`src/rtl/t07_pixel_scanner.sv`:
```
`timescale 1ns/1ps
// Row-major raster scanner: presents x/y to the pixel generators, latches their
// registered 1-bit result and streams RGB565 pixels over a valid/ready handshake.
module t07_pixel_scanner #(
    parameter int unsigned H_PIXELS = 320,
    parameter int unsigned V_PIXELS = 240,
    parameter logic [15:0] FG_COLOR = 16'hFFFF,
    parameter logic [15:0] BG_COLOR = 16'h0000
) (
    input  logic        clk,
    input  logic        nrst,
    input  logic        start,
    input  logic        pixel_in,
    input  logic        ready,
    output logic [8:0]  x,
    output logic [7:0]  y,
    output logic [15:0] pixel_data,
    output logic        pixel_valid,
    output logic        busy,
    output logic        frame_done
);

    localparam int unsigned X_W = 9;
    localparam int unsigned Y_W = 8;
    localparam int unsigned D_W = 16;

    localparam logic [X_W-1:0] X_LAST = X_W'(H_PIXELS - 1);
    localparam logic [Y_W-1:0] Y_LAST = Y_W'(V_PIXELS - 1);

    typedef enum logic [2:0] {
        S_IDLE,
        S_ADDR,
        S_LATCH,
        S_SEND,
        S_DONE
    } state_e;

    state_e         state_q, state_d;
    logic [X_W-1:0] x_q, x_d;
    logic [Y_W-1:0] y_q, y_d;
    logic [D_W-1:0] data_q, data_d;
    logic           valid_q, valid_d;
    logic           busy_q, busy_d;
    logic           done_q, done_d;

    // State and output registers
    always_ff @(posedge clk or negedge nrst) begin
        if (!nrst) begin
            state_q <= S_IDLE;
            x_q     <= '0;
            y_q     <= '0;
            data_q  <= BG_COLOR;
            valid_q <= 1'b0;
            busy_q  <= 1'b0;
            done_q  <= 1'b0;
        end else begin
            state_q <= state_d;
            x_q     <= x_d;
            y_q     <= y_d;
            data_q  <= data_d;
            valid_q <= valid_d;
            busy_q  <= busy_d;
            done_q  <= done_d;
        end
    end

    // Next-state and next-output logic; frame_done is a single-cycle pulse
    always_comb begin
        state_d = state_q;
        x_d     = x_q;
        y_d     = y_q;
        data_d  = data_q;
        valid_d = valid_q;
        busy_d  = busy_q;
        done_d  = 1'b0;

        unique case (state_q)
            S_IDLE: begin
                if (start) begin
                    x_d     = '0;
                    y_d     = '0;
                    busy_d  = 1'b1;
                    state_d = S_ADDR;
                end
            end
            S_ADDR: begin
                state_d = S_LATCH;
            end
            S_LATCH: begin
                data_d  = pixel_in ? FG_COLOR : BG_COLOR;
                valid_d = 1'b1;
                state_d = S_SEND;
            end
            S_SEND: begin
                if (ready) begin
                    valid_d = 1'b0;
                    if (x_q == X_LAST && y_q == Y_LAST) begin
                        x_d     = '0;
                        y_d     = '0;
                        done_d  = 1'b1;
                        busy_d  = 1'b0;
                        state_d = S_DONE;
                    end else if (x_q == X_LAST) begin
                        x_d     = '0;
                        y_d     = y_q + Y_W'(1);
                        state_d = S_ADDR;
                    end else begin
                        x_d     = x_q + X_W'(1);
                        state_d = S_ADDR;
                    end
                end
            end
            S_DONE: begin
                state_d = S_IDLE;
            end
            default: begin
                state_d = S_IDLE;
            end
        endcase
    end

    assign x           = x_q;
    assign y           = y_q;
    assign pixel_data  = data_q;
    assign pixel_valid = valid_q;
    assign busy        = busy_q;
    assign frame_done  = done_q;

endmodule

```
`config.mk`:
```
export PLATFORM = sky130hd
export DESIGN_NAME = t07_pixel_scanner
export DESIGN_NICKNAME = d
export VERILOG_FILES = /design/src/rtl/t07_pixel_scanner.sv
export SDC_FILE = /design/constraint.sdc
export NUM_CORES = 1
export LEC_CHECK = 0
export ABC_AREA = 1
export BUFFER_PORTS_ARGS = -buffer_cell sky130_fd_sc_hd__buf_2
export CAP_MARGIN = 20
export CORE_MARGIN = 2
export CORE_UTILIZATION = 47
export DETAILED_ROUTE_END_ITERATION = 6
export GPL_TIMING_DRIVEN = 0
export PLACE_DENSITY = 0.75
export SYNTH_ARGS = -nofsm -noshare
export SYNTH_HDL_FRONTEND = slang
export SYNTH_SLANG_ARGS = --single-unit
```
`constraint.sdc`:
```
create_clock -name clk -period 1.47 [get_ports clk]
set_input_delay 0 -clock clk [delete_from_list [all_inputs] [get_ports clk]]
set_output_delay 0 -clock clk [all_outputs]
set_load 0.01 [all_outputs]
```
Yosys cells after proc, flatten, opt, wreduce, memory -nomap -nowiden
Cells that the tools add are included.
- mux-type cells: 24
- add/subtract/negate cells: 2
- equal/unequal tests: 9
- reduce and logical (&&, ||, !) cells: 9
- operators by type and width (cell ; number):
    $mux W9 ; 4
    $mux W8 ; 4
    $pmux W9 S2 ; 1
    $mux W16 ; 1
    $pmux W8 S2 ; 1
    $pmux W3 S4 ; 1
    $add A9 B1 Y9 const B ; 1
    $eq A9 B9 Y1 const B ; 1
    $mux W3 ; 3
    $add A8 B1 Y8 const B ; 1
    $eq A8 B8 Y1 const B ; 1
    $reduce_and A4 Y1 ; 2
    $mux W1 ; 7
    $eq A3 B2 Y1 const B ; 2
    $ne A2 B2 Y1 const B ; 3
    $pmux W1 S2 ; 2
    $reduce_and A2 Y1 ; 2
    $reduce_bool A2 Y1 ; 2
    $eq A3 B1 Y1 const B ; 1
    $logic_not A3 Y1 ; 1
    $ne A3 B3 Y1 const B ; 1
    $reduce_and A3 Y1 ; 1
    $logic_and A1 B1 Y1 ; 1
- input port bits: 5
- output and inout bits: 36
- register bits: 39
- logic and storage cells: 51

Depth between registers and ports, before layout
Gate-level depths: netlist of run 1.
- word-level depth: 5
- depth in mapped cells: 9
- depth with buffers taken out: 9

Least setup slack after synthesis of run 1
OpenSTA, ideal clock, no wires.
- path type: register to register
- from: register x_q[0], in the netlist x[0]
- to: register x_q[4], in the netlist x[4]
- slack: 8 ps
- data arrival time: 1339 ps
- data required time: 1347 ps
- path buffers: 1
- cell stages (with the launch flop): 10
- period minus slack after synthesis: 1462 ps
- library setup time: 123 ps
- path through: dfrtp_1 -> ha_1 -> nand3_2 -> nor2_2 -> nand2_1 -> nand2_2 -> nand2_4 -> buf_6 -> nand2_1 -> nor2_2
- cells in the longest elaborated chain, start to end: 5
- elaborated cells between the ends (all ways): 7
- classes of those cells: 1 x add/sub; 1 x eq/ne; 4 x mux; 1 x reduce/logical
- ends and longest elaborated chain (element ; line ; text):
    start: declaration ; 39 ; logic [X_W-1:0] x_q, x_d;
    start signal: assignment ; 50 ; x_q <= '0;
    start signal: assignment ; 58 ; x_q <= x_d;
    $add A9 B1 Y9 / $eq A9 B9 Y1 (equally long branches) ; 108, 97, 103 ;
    $mux W9 / $logic_and A1 B1 Y1 (equally long branches) ; 103, 97 ;
    $mux W9 (*) ; 97 ; if (x_q == X_LAST && y_q == Y_LAST) begin
    $mux W9 (*) ; 95 ; if (ready) begin
    $pmux W9 S2 (*) ; 77 ; unique case (state_q)
Every way passes the cells marked *; elsewhere a longest branch is shown, timed or not. The select of a mux whose other input is x is not followed.
A chain may end at the register's enable or synchronous reset.

Worst setup path in the final report of run 1
- from: register x_q[1], in the netlist x[1]
- to: register x_q[4], in the netlist x[4]
Same word-level chain as after synthesis.

==> impl_metrics.tcl, run 1 <==
set metrics [dict create \
    yosysTopAreaCellShare_pct 39.3 \
    vdd_drop_max_mv 1.49 \
    arrival_ns 1.68 \
    synth_area_leaders "dfrtp_1 39%, nand2_1 14%, buf_4 7.4%, inv_1 5.7%, nor2_1 5.7%" \
    critPathSlowestCell "dfrtp_1" \
    crit_chain "ha_4, nand3_4, nor2_4, nand2_4, nand2_4, nand2_4, clkbuf_16, nand2_2, nor2_2" \
    ys_async_sr_fraction_pct 100 \
    netlist-cell-type-count 33 \
    status "completed" \
    grt_pass1_wl_um 5190 \
    grt_max_degree 25 \
    p_int_mw 1.89 \
    hold_viol 0 \
    syn2layout_area_growth_pct 36.7 \
    comb_power_share_pct 60.9 \
    layout-drive-gt1-share_pct 45.9 \
    drt-total-wl_um 3380 \
    rsz0062_at_grt "yes" \
    synth.yosys.seq_area_share_pct 39.3 \
    crit_required_ns 1.69 \
    firstDrtPassIters 6 \
    vias_per_cell 4.60 \
    synth_edf_count 0 \
    power_switching_mw 1.39 \
    ys_warn_count 0 \
    synth-main-ff-cell "dfrtp_1" \
    multi_input_area_um2 820 \
    fill_cells 265 \
    vias 1394 \
    power_leakage_nw 1.12 \
    path_clk_slew_ns 0.13 \
    grt_remaining_overflow 0 \
    p_total_mw 3.28 \
    insertion_delay_ns 0.32 \
    wl_per_cell_um 11.2 \
    syn_area_um2 1530 \
    yosysTopAreaCell "dfrtp_1" \
    cts.sinks 24 \
    setup_viol 0 \
    core_area_um2 3080 \
    seq_area_um2 604 \
    synth_commonest_cells "56 x nand2_1, 24 x dfrtp_1, 23 x inv_1, 23 x nor2_1, 16 x nand3_1" \
    synth_seq_cells 24 \
    tns_ns 0 \
    start_kind "flip-flop" \
    cts.path.max_buffers 2 \
    worst_setup_path_end_kind "flip-flop" \
    fin_cells 303 \
    dp.final_hpwl_um 2270 \
    rows 20 \
    cts-htree-levels 1 \
    crit_path_max_fanout 5 \
    cts_tree "built" \
    hold_class "in2reg" \
    dpl.cell_count 286 \
    cap_violations 0 \
    max_freq_mhz 685 \
    die_width_um 61.0 \
    dieArea_um2 3720 \
    pwr-share-seq_pct 28.1 \
    clkPwrFrac_pct 11.0 \
    period_share_pct 99.3 \
    place_congestion 0.807 \
    path_class "reg2reg" \
    syn-num-nets 209 \
    drc_errors 0 \
    layout_min_cycle_time_ns 1.46 \
    nNetsFinal 267 \
    grt_usage_pct 18.7 \
    cts-root-buf "clkbuf_4" \
    drv_slew 0 \
    chipHeight_um 61.0 \
    insertedDiodeCount 0 \
    relSlewSlack_pct 64.4 \
    port_buffers 40 \
    slowest_delay_ns 0.42 \
    syn_avg_cell_area_um2 7.56 \
    yosysMostFrequentCell "nand2_1" \
    ios 41 \
    skew_ns 0.00202 \
    ant_nets 0 \
    holdWs_ns 0.00465 \
    drt_iter0_markers 82 \
    placed_cell_area_um2 1780 \
    initial_utilization_pct 49.6 \
    synthCells 202 \
    cts_buffers 3 \
    switching_share_pct 42.3 \
    cp_common_cell "nand2_4" \
    tightestPinTransition_ns 0.535 \
    grt_pass1_vias 1144 \
    antenna_found_initial 0 \
    fin_area_um2 2090 \
    power_density_nw_per_um2 1570 \
]
power groups by stage:
stage                     sequential (mW)  clock (mW)  combinational [mW]
after global routing                0.944       0.408                2.16
after detailed placement            0.942           0                1.62
after CTS                           0.910       0.360                1.75
after floorplan                     0.950           0                1.12
final                               0.923       0.360                2.00
after global placement              0.938           0                1.59
timing repair:
item                                    in CTS  in global routing
hold buffers                                 2                  0
endpoints found under the setup margin      11                 15
pin swaps                                    3                 19
endpoints found under the hold margin       25                  0
cloned                                       0                  1
gates resized for setup                      6                 40
buffers inserted                             8                  3
layout by cell type, fill, tap and decap left out, types with 2 or more instances in the layout:
cell type	n
o21ai_1	4
dlygate4sd3_1	2
xor2_1	2
nand3_1	14
dfrtp_2	3
nor2_4	6
buf_4	24
inv_1	20
nand3_2	2
buf_2	40
nor2_1	17
o21ai_2	2
nand2_1	45
nor2_2	4
o21ai_0	4
o21bai_1	3
nand2_4	4
nand2_2	11
dfrtp_1	21
inv_2	3
buf_6	2
nand3_4	2
clkbuf_4	4
kinds of logic (layout without fill, tap and decap cells):
group,count (synthesis),count (layout),share of synthesized area (%)
flops,24,24,39.3
xor+xnor,3,3,1.72
buf+inv,43,100,15.5
fa+ha+maj,2,2,1.64
compound gates,16,16,6.31
mux,1,1,0.738
simple gates,113,113,34.8
layer usage:
metal | vias up | global-route usage, % | share of wire [%]
li1 | 732 | - | -
met1 | 627 | 27.7 | 48
met2 | 31 | 28.3 | 47
met3 | 4 | 2.35 | 3.0
met4 | 0 | 5.90 | 1.3
met5 | - | 0 | 0
cell type report:
| class | instances | share of cell area, % |
|---|---|---|
| Clock buffer | 4 | 1.74 |
| Multi-Input combinational cell | 135 | 39.3 |
| Tap cell | 44 | 2.64 |
| Buffer | 18 | 7.01 |
| Inverter | 25 | 4.86 |
| Timing Repair Buffer | 53 | 15.5 |
| Sequential cell | 24 | 29.0 |
flip-flops by register name, summed over array words and instances (netlist names):
register / flops
state_q: 3
busy: 1
frame_done: 1
pixel_data: 1
pixel_valid: 1
y: 8
x: 9
worst paths after layout:
path / slack [ns] / depth (start not counted) / to / from
min in group asynchronous: 0.18 / 2 / x[5]$_DFFE_PN0P_ / nrst
max in group asynchronous: 0.91 / 2 / state_q[0]$_DFFE_PN0P_ / nrst
hold / removal: 0.005 / 3 / state_q[1]$_DFFE_PN0P_ / ready
setup / recovery: 0.01 / 9 / x[4]$_DFFE_PN0P_ / x[1]$_DFFE_PN0P_
setup reg to reg: 0.01 / 9 / x[4]$_DFFE_PN0P_ / x[1]$_DFFE_PN0P_
hold reg to reg: 0.48 / 2 / pixel_valid$_DFFE_PN0P_ / pixel_valid$_DFFE_PN0P_
stage by stage:
| stage | utilization (%) | worst slack (ns) |
|---|---|---|
| 5_1_grt | 67.8 | -0.0444 |
| 4_1_cts | 62.5 | 0.00141 |
| 3_3_place_gp | 57.9 | -0.0752 |
| 3_5_place_dp | 57.9 | -0.112 |
| 2_1_floorplan | - | 0.00798 |
| 6_report | 67.8 | 0.0101 |
worst max-delay path: cells and delay by family, from the launching register on:
kind | cells | cell delay [ns]
AND/OR/NAND/NOR | 7 | 0.60
adder cells (fa/ha/maj) | 1 | 0.17
buffers and inverters | 1 | 0.17
flip-flops | 1 | 0.42
No activity file was read; power rests on OpenSTA's default activity.
==> inputs of run 2 (changes only) <==
--- a/config.mk
+++ b/config.mk
@@ -6,7 +6,7 @@
 export NUM_CORES = 1
 export LEC_CHECK = 0
 export ABC_AREA = 1
-export BUFFER_PORTS_ARGS = -buffer_cell sky130_fd_sc_hd__buf_2
+export BUFFER_PORTS_ARGS = -buffer_cell sky130_fd_sc_hd__buf_4
 export CAP_MARGIN = 20
 export CORE_MARGIN = 2
 export CORE_UTILIZATION = 47
==> impl_metrics.tcl, run 2 (same netlist as run 1, synthesis figures left out) <==
set metrics [dict create \
    setup.worst_path.end "y[6]$_DFFE_PN0P_" \
    max_freq_mhz 681 \
    holdWs_ns 0.0713 \
    reg2reg_setup_slack_ns 0.002 \
    crit_start "x[0]$_DFFE_PN0P_" \
    skew_ns 0.0172 \
    cp_common_cell "nand2_4" \
    start_kind "flip-flop" \
    largest_reg_flops 9 \
    power_density_nw_per_um2 1580 \
    ios 41 \
    hold_viol 0 \
    cp_num_buf_inv 1 \
    ant_nets 0 \
    cts_tree "built" \
    p_int_mw 2.00 \
    crit_family "simple AND/OR/NAND/NOR gates" \
    relSlewSlack_pct 68.5 \
    reg2reg_to "y[6]$_DFFE_PN0P_" \
    vdd_drop_max_mv 1.46 \
    tns_ns 0 \
    place_congestion 0.818 \
    fin_area_um2 2100 \
    cts-htree-levels 1 \
    hold_class "in2reg" \
    utilization_pct 68.4 \
    grt_pass1_wl_um 5450 \
    crit_chain "ha_4, nand3_4, nor2_4, nand2_4, nand2_4, nand2_4, buf_8, nand2_1, nand2_1" \
    nNetsFinal 264 \
    vias 1391 \
    layout_min_cycle_time_ns 1.47 \
    placed_cell_area_um2 1880 \
    fill_cells 265 \
    worst_setup_path_end_kind "flip-flop" \
    switching_share_pct 39.9 \
    setup_viol 0 \
    dieArea_um2 3720 \
    cts.path.max_buffers 2 \
    rsz0062_at_grt "yes" \
    drc_errors 0 \
    drt-total-wl_um 3320 \
    arrival_ns 1.68 \
    cap_violations 0 \
    insertion_delay_ns 0.32 \
    pwr-share-seq_pct 28.2 \
    r2r_start "x[0]$_DFFE_PN0P_" \
    power_leakage_nw 1.12 \
    clkPwrFrac_pct 10.6 \
    wl_per_cell_um 11.1 \
    layout_commonest_cell "buf_4" \
    initial_utilization_pct 49.6 \
    layout-drive-gt1-share_pct 39.5 \
    crit_path_max_fanout 5 \
    status "completed" \
    vias_per_cell 4.64 \
    drt_iter0_markers 61 \
    path_clk_slew_ns 0.14 \
    dp.final_hpwl_um 2330 \
    antenna_found_initial 0 \
    power_switching_mw 1.33 \
    layout_common_cells "61 x buf_4, 51 x nand2_1, 23 x inv_1" \
    critPathSlowestCell "dfrtp_2" \
    grt_remaining_overflow 0 \
    path_class "reg2reg" \
    core_area_um2 3080 \
    reg2reg_depth 9 \
    rows 20 \
    crit_required_ns 1.69 \
    slowest_delay_ns 0.44 \
    grt_usage_pct 19.6 \
    drv_slew 0 \
    cts_buffers 3 \
    worstHoldStart "start" \
    insertedDiodeCount 0 \
    cp.depth 9 \
    chipHeight_um 61.0 \
    cts.sinks 24 \
    firstDrtPassIters 4 \
    comb_power_share_pct 61.3 \
    die_width_um 61.0 \
    grt_pass1_vias 1214 \
    tightestPinTransition_ns 0.473 \
    period_share_pct 99.8 \
    syn2layout_area_growth_pct 37.9 \
    cts-root-buf "clkbuf_4" \
    port_buffers 40 \
    grt_max_degree 25 \
]
run 2: cell types whose count changed in the layout (fill, tap and decap cells not counted), moves of 2 or more:
cell | previous run | this run
inv_2 | 3 | 1
nand2_2 | 11 | 5
nand2_1 | 45 | 51
inv_1 | 20 | 23
nor2_4 | 6 | 3
nor2_1 | 17 | 20
buf_4 | 24 | 61
buf_2 | 40 | 0
run 2: final cells by class:
| type | count | area [um^2] | share of cell area (%) |
|---|---|---|---|
| Buffer | 18 | 146 | 6.96 |
| Clock buffer | 4 | 36.3 | 1.72 |
| Timing Repair Buffer | 50 | 400 | 19.0 |
| Sequential cell | 24 | 604 | 28.7 |
| Inverter | 25 | 96.3 | 4.58 |
| Multi-Input combinational cell | 135 | 766 | 36.4 |
| Tap cell | 44 | 55.1 | 2.62 |
run 2: power groups by stage:
stage	combinational [mW]	clock, mW	sequential (mW)
5_1_grt	2.21	0.406	0.964
2_1_floorplan	1.12	0	0.950
4_1_cts	1.90	0.367	0.930
3_3_place_gp	1.77	0	0.943
3_5_place_dp	1.79	0	0.945
6_report	2.04	0.352	0.940
run 2: worst min-delay path by stage:
stage,to,slack [ns],cells past startpoint
3_5_place_dp,x[3]$_DFFE_PN0P_,-0.08,1
5_1_grt,state_q[0]$_DFFE_PN0P_,0.08,3
3_3_place_gp,x[3]$_DFFE_PN0P_,-0.09,1
4_1_cts,state_q[0]$_DFFE_PN0P_,0.07,3
6_report,state_q[0]$_DFFE_PN0P_,0.07,3
2_1_floorplan,busy$_DFFE_PN0P_,-0.30,0
run 2: repair_timing:
action                                  in CTS  in global routing
hold endpoints to repair                    26                  0
hold buffers                                 3                  0
setup buffers                                5                  1
pin swaps                                    3                  9
endpoints found under the setup margin      12                 16
resized for setup                            8                 16
gates cloned                                 0                  1
run 2: per-layer routing:
metal / up-vias / track usage, % / routed length (um)
met2: 25 / 29.6 / 1610
met5: - / 0 / 0
met3: 2 / 4.48 / 92
met1: 636 / 28.4 / 1600
li1: 728 / - / -
met4: 0 / 4.66 / 26
run 2: worst register-to-register path, cell delays in order, from the launching register on:
cell	delay, ns
dfrtp_2	0.44
ha_4	0.16
nand3_4	0.10
nor2_4	0.17
nand2_4	0.08
nand2_4	0.07
nand2_4	0.07
buf_8	0.14
nand2_1	0.06
nand2_1	0.05
run 2: per-stage QoR:
step	setup slack [ns]	std cells	power, mW
4_1_cts	-0.0286	298	3.20
3_3_place_gp	-0.0877	286	2.71
6_report	0.00227	300	3.34
2_1_floorplan	0.00798	202	2.07
3_5_place_dp	-0.127	286	2.74
5_1_grt	-0.0681	300	3.58
